$ cat src/rtl/layered_color_mapper.sv
// Layered pixel compositor: rotated tanks, square bullets, maze and
// per-tank hit flash resolved by a fixed-priority stack, 3-cycle pipeline.
//
// Ports:
//   CLK, Reset          pixel clock, synchronous active-high reset
//   DrawX, DrawY, blank pixel coordinate and visible flag (blank=1 visible)
//   frame_tick          one pulse per frame, steps the flash counters
//   maze                wall flag aligned with DrawX/DrawY
//   tank_*              packed per-tank centre, heading, colour, hit pulse
//   tank_size           shared half-width of every tank body
//   bul_*               packed per-bullet centre, half-size, enable
//   Red, Green, Blue    registered colour, 3 CLK after the pixel
//   tank_flashing       registered, 1 while a tank's flash counter runs
module layered_color_mapper #(
    parameter int NUM_TANKS    = 2,
    parameter int NUM_BULLETS  = 6,
    parameter int COORD_W      = 10,
    parameter int HEAD_HALF    = 6,
    parameter int FLASH_FRAMES = 24,
    localparam int NB = (NUM_BULLETS > 0) ? NUM_BULLETS : 1
) (
    input  logic                       CLK,
    input  logic                       Reset,
    input  logic [COORD_W-1:0]         DrawX,
    input  logic [COORD_W-1:0]         DrawY,
    input  logic                       blank,
    input  logic                       frame_tick,
    input  logic                       maze,
    input  logic [NUM_TANKS*COORD_W-1:0] tank_x,
    input  logic [NUM_TANKS*COORD_W-1:0] tank_y,
    input  logic [COORD_W-1:0]         tank_size,
    input  logic [NUM_TANKS*8-1:0]     tank_sin,
    input  logic [NUM_TANKS*8-1:0]     tank_cos,
    input  logic [NUM_TANKS*24-1:0]    tank_color,
    input  logic [NUM_TANKS-1:0]       tank_hit,
    input  logic [NB*COORD_W-1:0]      bul_x,
    input  logic [NB*COORD_W-1:0]      bul_y,
    input  logic [NB*COORD_W-1:0]      bul_s,
    input  logic [NB-1:0]              bul_active,
    output logic [7:0]                 Red,
    output logic [7:0]                 Green,
    output logic [7:0]                 Blue,
    output logic [NUM_TANKS-1:0]       tank_flashing
);

    localparam int DW = COORD_W + 1;
    // Room for an 8-bit product plus the dot-product carry.
    localparam int PW = DW + 9;
    localparam int FW = $clog2(FLASH_FRAMES + 1);
    localparam logic signed [PW-1:0] HH = PW'(HEAD_HALF);

    // ---------------- flash counters
    logic [FW-1:0]        flash_cnt [NUM_TANKS];
    logic [FW-1:0]        flash_nxt [NUM_TANKS];
    logic [NUM_TANKS-1:0] flash_live;

    always_comb begin
        for (int t = 0; t < NUM_TANKS; t++) begin
            flash_nxt[t] = flash_cnt[t];
            // A hit in the same cycle as a tick restarts the full flash.
            if (tank_hit[t])
                flash_nxt[t] = FW'(FLASH_FRAMES);
            else if (frame_tick && flash_cnt[t] != '0)
                flash_nxt[t] = flash_cnt[t] - 1'b1;
            flash_live[t] = (flash_nxt[t] != '0);
        end
    end

    always_ff @(posedge CLK) begin
        if (Reset) begin
            for (int t = 0; t < NUM_TANKS; t++)
                flash_cnt[t] <= '0;
            tank_flashing <= '0;
        end else begin
            for (int t = 0; t < NUM_TANKS; t++)
                flash_cnt[t] <= flash_nxt[t];
            tank_flashing <= flash_live;
        end
    end

    // ---------------- S1: offsets and bullet hit
    logic signed [DW-1:0] dx_c [NUM_TANKS];
    logic signed [DW-1:0] dy_c [NUM_TANKS];
    logic signed [DW-1:0] bdx, bdy, bs;
    logic [NUM_TANKS-1:0] phase_c;
    logic                 bul_c;

    always_comb begin
        bul_c = 1'b0;
        bdx   = '0;
        bdy   = '0;
        bs    = '0;
        for (int t = 0; t < NUM_TANKS; t++) begin
            dx_c[t] = $signed({1'b0, DrawX})
                    - $signed({1'b0, tank_x[t*COORD_W +: COORD_W]});
            dy_c[t] = $signed({1'b0, DrawY})
                    - $signed({1'b0, tank_y[t*COORD_W +: COORD_W]});
            phase_c[t] = (flash_cnt[t] != '0) && flash_cnt[t][2];
        end
        // All bullets paint the same colour, so index order collapses to OR.
        for (int b = 0; b < NUM_BULLETS; b++) begin
            bdx = $signed({1'b0, DrawX})
                - $signed({1'b0, bul_x[b*COORD_W +: COORD_W]});
            bdy = $signed({1'b0, DrawY})
                - $signed({1'b0, bul_y[b*COORD_W +: COORD_W]});
            bs  = $signed({1'b0, bul_s[b*COORD_W +: COORD_W]});
            if (bul_active[b] && bdx <= bs && bdx >= -bs
                && bdy <= bs && bdy >= -bs)
                bul_c = 1'b1;
        end
    end

    logic                    s1_blank, s1_maze, s1_bul;
    logic signed [DW-1:0]    s1_dx [NUM_TANKS];
    logic signed [DW-1:0]    s1_dy [NUM_TANKS];
    logic [NUM_TANKS*8-1:0]  s1_sin, s1_cos;
    logic [NUM_TANKS*24-1:0] s1_color;
    logic [COORD_W-1:0]      s1_size;
    logic [NUM_TANKS-1:0]    s1_phase;

    always_ff @(posedge CLK) begin
        if (Reset) begin
            s1_blank <= 1'b0;
            s1_maze  <= 1'b0;
            s1_bul   <= 1'b0;
            for (int t = 0; t < NUM_TANKS; t++) begin
                s1_dx[t] <= '0;
                s1_dy[t] <= '0;
            end
            s1_sin   <= '0;
            s1_cos   <= '0;
            s1_color <= '0;
            s1_size  <= '0;
            s1_phase <= '0;
        end else begin
            s1_blank <= blank;
            s1_maze  <= maze;
            s1_bul   <= bul_c;
            for (int t = 0; t < NUM_TANKS; t++) begin
                s1_dx[t] <= dx_c[t];
                s1_dy[t] <= dy_c[t];
            end
            s1_sin   <= tank_sin;
            s1_cos   <= tank_cos;
            s1_color <= tank_color;
            s1_size  <= tank_size;
            s1_phase <= phase_c;
        end
    end

    // ---------------- S2: rotate into tank-local (u,v)
    logic signed [PW-1:0] u_c [NUM_TANKS];
    logic signed [PW-1:0] v_c [NUM_TANKS];
    logic signed [PW-1:0] dxw, dyw, cw, sw;

    always_comb begin
        dxw = '0;
        dyw = '0;
        cw  = '0;
        sw  = '0;
        for (int t = 0; t < NUM_TANKS; t++) begin
            dxw = s1_dx[t];
            dyw = s1_dy[t];
            cw  = $signed(s1_cos[t*8 +: 8]);
            sw  = $signed(s1_sin[t*8 +: 8]);
            u_c[t] = (dxw * cw + dyw * sw) >>> 7;
            v_c[t] = (dyw * cw - dxw * sw) >>> 7;
        end
    end

    logic                    s2_blank, s2_maze, s2_bul;
    logic signed [PW-1:0]    s2_u [NUM_TANKS];
    logic signed [PW-1:0]    s2_v [NUM_TANKS];
    logic [NUM_TANKS*24-1:0] s2_color;
    logic [COORD_W-1:0]      s2_size;
    logic [NUM_TANKS-1:0]    s2_phase;

    always_ff @(posedge CLK) begin
        if (Reset) begin
            s2_blank <= 1'b0;
            s2_maze  <= 1'b0;
            s2_bul   <= 1'b0;
            for (int t = 0; t < NUM_TANKS; t++) begin
                s2_u[t] <= '0;
                s2_v[t] <= '0;
            end
            s2_color <= '0;
            s2_size  <= '0;
            s2_phase <= '0;
        end else begin
            s2_blank <= s1_blank;
            s2_maze  <= s1_maze;
            s2_bul   <= s1_bul;
            for (int t = 0; t < NUM_TANKS; t++) begin
                s2_u[t] <= u_c[t];
                s2_v[t] <= v_c[t];
            end
            s2_color <= s1_color;
            s2_size  <= s1_size;
            s2_phase <= s1_phase;
        end
    end

    // ---------------- S3: shape tests and layer priority
    logic signed [PW-1:0] sz;
    logic                 head_any, body_any;
    logic [23:0]          body_rgb, rgb_c;

    always_comb begin
        sz       = $signed({{(PW-COORD_W){1'b0}}, s2_size});
        head_any = 1'b0;
        body_any = 1'b0;
        body_rgb = '0;
        // Walk high to low so the lowest-index tank is written last and wins.
        for (int t = NUM_TANKS - 1; t >= 0; t--) begin
            if (s2_u[t] >= 0 && s2_u[t] <= sz
                && s2_v[t] >= -HH && s2_v[t] <= HH)
                head_any = 1'b1;
            if (s2_u[t] >= -sz && s2_u[t] <= sz
                && s2_v[t] >= -sz && s2_v[t] <= sz) begin
                body_any = 1'b1;
                body_rgb = s2_phase[t] ? 24'hFFFFFF
                                       : s2_color[t*24 +: 24];
            end
        end
        rgb_c = 24'h555555;
        priority case (1'b1)
            !s2_blank, s2_maze, s2_bul: rgb_c = 24'h000000;
            head_any:                   rgb_c = 24'h00FFFF;
            body_any:                   rgb_c = body_rgb;
            default:                    rgb_c = 24'h555555;
        endcase
    end

    always_ff @(posedge CLK) begin
        if (Reset)
            {Red, Green, Blue} <= 24'h000000;
        else
            {Red, Green, Blue} <= rgb_c;
    end

endmodule

$ cat config.mk
export PLATFORM = sky130hd
export DESIGN_NAME = layered_color_mapper
export DESIGN_NICKNAME = d
export VERILOG_FILES = /design/src/rtl/layered_color_mapper.sv
export SDC_FILE = /design/constraint.sdc
export NUM_CORES = 2
export LEC_CHECK = 0
export CAP_MARGIN = 20
export CORE_MARGIN = 8
export CORE_UTILIZATION = 50
export CTS_CLUSTER_DIAMETER = 150
export CTS_CLUSTER_SIZE = 12
export DETAILED_ROUTE_END_ITERATION = 16
export PLACE_DENSITY = 0.7
export SLEW_MARGIN = 20
export SYNTH_ARGS = -nofsm -noshare
export SYNTH_HDL_FRONTEND = slang
export SYNTH_SLANG_ARGS = --single-unit
$ cat constraint.sdc
create_clock -name CLK -period 10.8 [get_ports CLK]
set_input_delay 2.16 -clock CLK [delete_from_list [all_inputs] [get_ports CLK]]
set_output_delay 2.16 -clock CLK [all_outputs]
set_load 0.02 [all_outputs]
# Word-level counts from Yosys, hierarchy flattened
# Memory sizes are Yosys's and may differ from the RTL's.
# Index checks and enable logic that the tools add are counted.
[totals]
inputBits = 343
word_cells = 191
register_bits = 184
out_inout_bits = 26
memories = 5
mem_bits_rw = 134
[mem_list]
columns = ["memory", "words", "width", "rd", "rd_clocked_by_memory_dff", "write_ports", "line_no", "rtl"]
rows = [
  ["s2_u", 2, 20, 2, 0, 2, "172", "logic signed [PW-1:0] s2_u [NUM_TANKS];"],
  ["s2_v", 2, 20, 2, 0, 2, "173", "logic signed [PW-1:0] s2_v [NUM_TANKS];"],
  ["s1_dx", 2, 11, 2, 0, 2, "114", "logic signed [DW-1:0] s1_dx [NUM_TANKS];"],
  ["s1_dy", 2, 11, 2, 0, 2, "115", "logic signed [DW-1:0] s1_dy [NUM_TANKS];"],
  ["flash_cnt", 2, 5, 2, 0, 2, "53", "logic [FW-1:0] flash_cnt [NUM_TANKS];"],
]
[classes]
n_addsub = 29
n_lt_le_gt_ge = 38
mux = 33
mul = 8
n_bitwise = 11
n_reduce_logical = 48
[ops]
columns = ["op", "n"]
rows = [
  ["$sub 10x10->11", 16],
  ["$mul 11x8->19", 8],
  ["$ge 11x11->1", 12],
  ["$le 11x11->1", 12],
  ["$mux 24", 4],
  ["$ge 20x20->1", 4],
  ["$le 20x11->1", 4],
  ["$mux 20", 4],
  ["$neg 10->11", 6],
  ["$mux 11", 4],
  ["$add 19x19->20", 2],
  ["$ge 20x1->1 const B", 2],
  ["$ge 20x4->1 const B", 2],
  ["$le 20x4->1 const B", 2],
  ["$logic_and 1x1->1", 40],
  ["$sub 19x19->20", 2],
  ["$mux 5", 6],
  ["$mux 23", 1],
  ["$neg 10->20", 1],
  ["$reduce_bool 5->1", 4],
  ["$mux 16", 1],
  ["$mux 1", 13],
  ["$or 1x1->1", 10],
  ["$sub 5x1->5 const B", 2],
  ["other kinds (5)", 5],
]

# Longest topological paths before layout
[logic_depth]
word_depth = 12
depth_mapped = 24
mapped_depth_nobuf = 23

# Worst setup path after synthesis
# OpenSTA, ideal clock, no wires.
[synth_path]
kind = "register -> register"
from = "memory s1_dy[0][1] (netlist name)"
to = "memory s2_u[0][19] (netlist name)"
arrival_ps = 5778
setup_slack_ps = 4894
setup_ps = 128
period_less_slack_ps = 5906
n_path_buf = 1
stages_incl_launch_ff = 22
path_cell_list = "dfxtp_1 clkbuf_1 nand2_1 fa_1 fa_1 inv_1 fa_1 fa_1 fa_1 inv_1 fa_1 inv_1 ha_1 a21o_1 a21o_1 a21oi_1 a21oi_1 o31ai_1 o2111ai_1 a21oi_1 xnor2_1 nor2_1"
[synth_rtl]
columns = ["item", "line_no"]
rows = [
  ["start, declared", "115"],
  ["end, declared", "172"],
]

==> flow_summary.yaml <==
status:
  status: "finished clean"
floorplanning:
  initial_core_util_pct: 50.3
  dieWidth_um: 333
  rows: 116
  core_area_mm2: 0.100
  dieArea_mm2: 0.111
  pin_count: 369
  fp.dieH_um: 333
clocking:
  clkTransAtPathRegs_ps: 80
  clock_tree.root_cell: "clkbuf_16"
  cts_tree: "built"
  cts-htree-levels: 1
  clk_latency_ps: 620
  cts_hold_buffers: 0
  cts.sinks: 290
  cts-resized-gates: 0
  cts_buffers: 28
  clockBufferDepth: 3
  cts_setup_buffers: 0
global_route:
  antenna_found_initial: 12
  grt_max_degree: 133
  overflow: 0
  track_usage_pct: 26.2
  grt_pass1_wl_mm: 232
  grt_pass1_vias: 42200
min_path:
  hold_path_class: "reg -> reg"
  holdPathStages: 1
sta:
  finalHoldViolations: 0
  maxSlewHeadroom_pct: 25.9
  tightestPinTransition_ps: 1110
  period_share_pct: 64.1
  holdWs_ps: 407
  setup_tns_ps: 0
  fin_skew_ps: 39.2
  grt_setup_unrepaired: "no"
  setup_viol: 0
  post-route-min-period_ps: 6920
  slew_violations: 0
  fmax_mhz: 145
layout:
  drive_above_1_share_pct: 1.93
  syn_to_final_growth_pct: 11.7
  fin_nets: 7847
  fillers: 8979
worst_setup_path:
  crit_arrival_ps: 7380
  crit_family: "adder cells"
  crit_fanout: 22
  worstPathRequired_ps: 11260
  critPathSlowestCell: "dfxtp_1"
  cp_num_cells: 20
  worst-path-buf-inv: 3
  cpPeakStageDelay_ps: 1050
  cpMostUsedCell: "fa_1"
  critical_path_class: "reg -> reg"
  cp-start-kind: "flop"
  crit_chain: "nand2_1 -> fa_1 -> fa_1 -> inv_1 -> fa_1 -> fa_1 -> fa_1 -> inv_1 -> fa_1 -> inv_1 -> ha_1 -> a21o_1 -> a21o_1 -> a21oi_1 -> a21oi_1 -> o31ai_1 -> o2111ai_1 -> a21oi_1 -> xnor2_1 -> nor2_1"
  crit_path_end_kind: "flop"
  rr_worst_depth: 20
route:
  drtPass1Iterations: 6
  drt_iter0_markers: 2352
  vias: 39600
  post_drt_via_cell_ratio: 5.42
  routedWlPerCell_um: 19.8
  ant_nets: 0
  drc_errors: 0
  drt-total-wl_mm: 145
logic_synthesis:
  ys_ff_latch: 290
  syn_inst: 5702
  yosys.area_share.adder_pct: 48.4
  synthMuxAreaShare_pct: 0.216
  synthFlopType: "dfxtp_1"
  syn_area_per_cell_um2: 8.83
  netlist_area_mm2: 0.0503
  syn_nets: 7548
  synth_compound_area_share_pct: 8.84
  ys_types: 78
  async_flop_share_pct: 0
  yosysWarnings: 0
  yosysSeqAreaShare_pct: 11.5
  synth-xor-area-share_pct: 3.76
  yosys.area_share.simple_pct: 17.6
  synth_edf_count: 0
  synth_top_family_by_area: "adder cells"
power:
  powerDensity_mw_per_mm2: 188
  leakagePower_nw: 27.4
  peakVddDrop_mv: 0.298
placement:
  io_buffers: 368
  gp_congestion: 0.966
  dp_hpwl_mm: 119
run:
  maxCapViolCount: 0
[state kept, by name, indices dropped and copies added (netlist names), 2 cells and up]
signal,count
s2_phase,2
s2_v,26
s1_size,10
s1_color,48
s2_color,48
tank_flashing,2
Red,8
Blue,8
s2_u,26
s2_size,10
s1_dy,22
flash_cnt,10
Green,8
s1_sin,16
s1_dx,22
s1_cos,16
s1_phase,2
[layout by cell type, fill, tap and decap left out, types with 8 or more instances in the layout]
master and count:
inv_1 1155, ha_1 765, fa_1 738, nand2_1 377, clkdlybuf4s50_1 367, and2_1 366
nor2_1 335, dfxtp_1 290, nor2b_1 241, xnor2_1 156, o21ai_0 154, a21oi_1 126
nor3_1 116, a21o_1 84, nand4_1 69, nand3_1 66, nand2b_1 61, xor2_1 60
buf_4 44, o21a_1 42, a21boi_0 40, a31oi_1 29, clkbuf_16 28, a211oi_1 25
nor4_1 21, a2111oi_0 17, o211ai_1 16, and3_1 13, o22ai_1 12, and4_1 11
or3_1 10, o21ai_1 9, o31ai_1 9, a41oi_1 8, o21ba_2 8, o221a_2 8
[per-layer routing]
| metal | global-route usage (%) | vias to the layer above | part of all wire, % |
|---|---|---|---|
| li1 | - | 18700 | - |
| met5 | 0 | - | 0.019 |
| met1 | 34.5 | 19500 | 43 |
| met2 | 44.6 | 1218 | 48 |
| met3 | 4.46 | 212 | 6.8 |
| met4 | 7.13 | 4 | 3.0 |
[final timing paths]
path | slack, ps | endpoint | from
max | 3880 | s2_u[0][19] | s1_sin[3]
min | 410 | s2_color[7] | s1_color[7]
max reg2reg | 3880 | s2_u[0][19] | s1_sin[3]
min reg2reg | 410 | s2_color[7] | s1_color[7]
[metrics by stage]
step                setup WS [ps]  power (mW)  instance area, um2  cells  util [%]
floorplan                    4890        7.50               50300   5702         -
CTS                          3940        10.6               56200   7300      56.2
global route                 3450        11.8               56200   7303      56.2
detailed placement           3880        9.61               55400   7269      55.4
global placement             3950        9.45               55400   7269      55.4
finish                       3880        10.5               56200   7307      56.2
[logic make-up (layout without fill, tap and decap cells)]
logic type               after synthesis  after routing
multiplexers                          10             10
buffers and inverters               1299           1599
other                                  0              7
XOR/XNOR                             216            216
flip-flops                           290            290
adder cells (fa/ha/maj)             1503           1503
AND/OR/NAND/NOR                     1720           1720
AO/OA/AOI/OAI                        664            664
[power by group]
group,total [mW],switching [mW],internal (mW)
clock,0.938,0.454,0.484
combinational,8.10,4.55,3.55
sequential,1.51,0.243,1.26
[area by class of cell]
| cell class | instances | area (um2) | share of cell area, % |
|---|---|---|---|
| sequential | 290 | 5810 | 10.3 |
| antenna | 7 | 17.5 | 0.0312 |
| inverter | 1156 | 4340 | 7.72 |
| clock inverter | 3 | 68.8 | 0.122 |
| multi-input combinational | 4113 | 39600 | 70.5 |
| clock buffer | 28 | 701 | 1.25 |
| timing repair buffer | 412 | 4020 | 7.15 |
| tap | 1298 | 1620 | 2.89 |
[synthesized netlist by cell type (6+ instances only)]
| cell type | instances | area [um2] |
|---|---|---|
| mux2_2 | 7 | 78.8 |
| nand2_1 | 377 | 1420 |
| a211o_1 | 6 | 52.6 |
| and3_1 | 13 | 81.3 |
| o31ai_1 | 10 | 75.1 |
| nor2_1 | 335 | 1260 |
| buf_1 | 7 | 26.3 |
| and4_1 | 11 | 96.3 |
| dfxtp_1 | 290 | 5810 |
| fa_1 | 738 | 14800 |
| o21a_1 | 42 | 315 |
| o21ba_2 | 8 | 80.1 |
| o21ai_0 | 154 | 771 |
| nand4b_1 | 7 | 61.3 |
| nor3_1 | 116 | 581 |
| xor2_1 | 60 | 526 |
| a211oi_1 | 25 | 188 |
| a21boi_0 | 40 | 300 |
| or2_2 | 6 | 37.5 |
| nand4_1 | 69 | 432 |
| inv_1 | 1155 | 4340 |
| nand2b_1 | 61 | 382 |
| a21o_1 | 84 | 631 |
| a2111oi_0 | 17 | 149 |
| a31oi_1 | 29 | 181 |
| or3_1 | 10 | 62.6 |
| o221a_2 | 8 | 90.1 |
| nor2b_1 | 241 | 1510 |
| nand3_1 | 66 | 330 |
| o22ai_1 | 12 | 75.1 |
| nor4_1 | 21 | 131 |
| a41oi_1 | 8 | 70.1 |
| o221a_1 | 7 | 78.8 |
| o211ai_1 | 16 | 120 |
| and2_1 | 366 | 2290 |
| clkbuf_1 | 132 | 495 |
| o21ai_1 | 9 | 45.0 |
| xnor2_1 | 156 | 1370 |
| a221oi_1 | 7 | 61.3 |
| ha_1 | 765 | 9570 |
| a21oi_1 | 126 | 631 |
(Power assumes the default switching activity.)
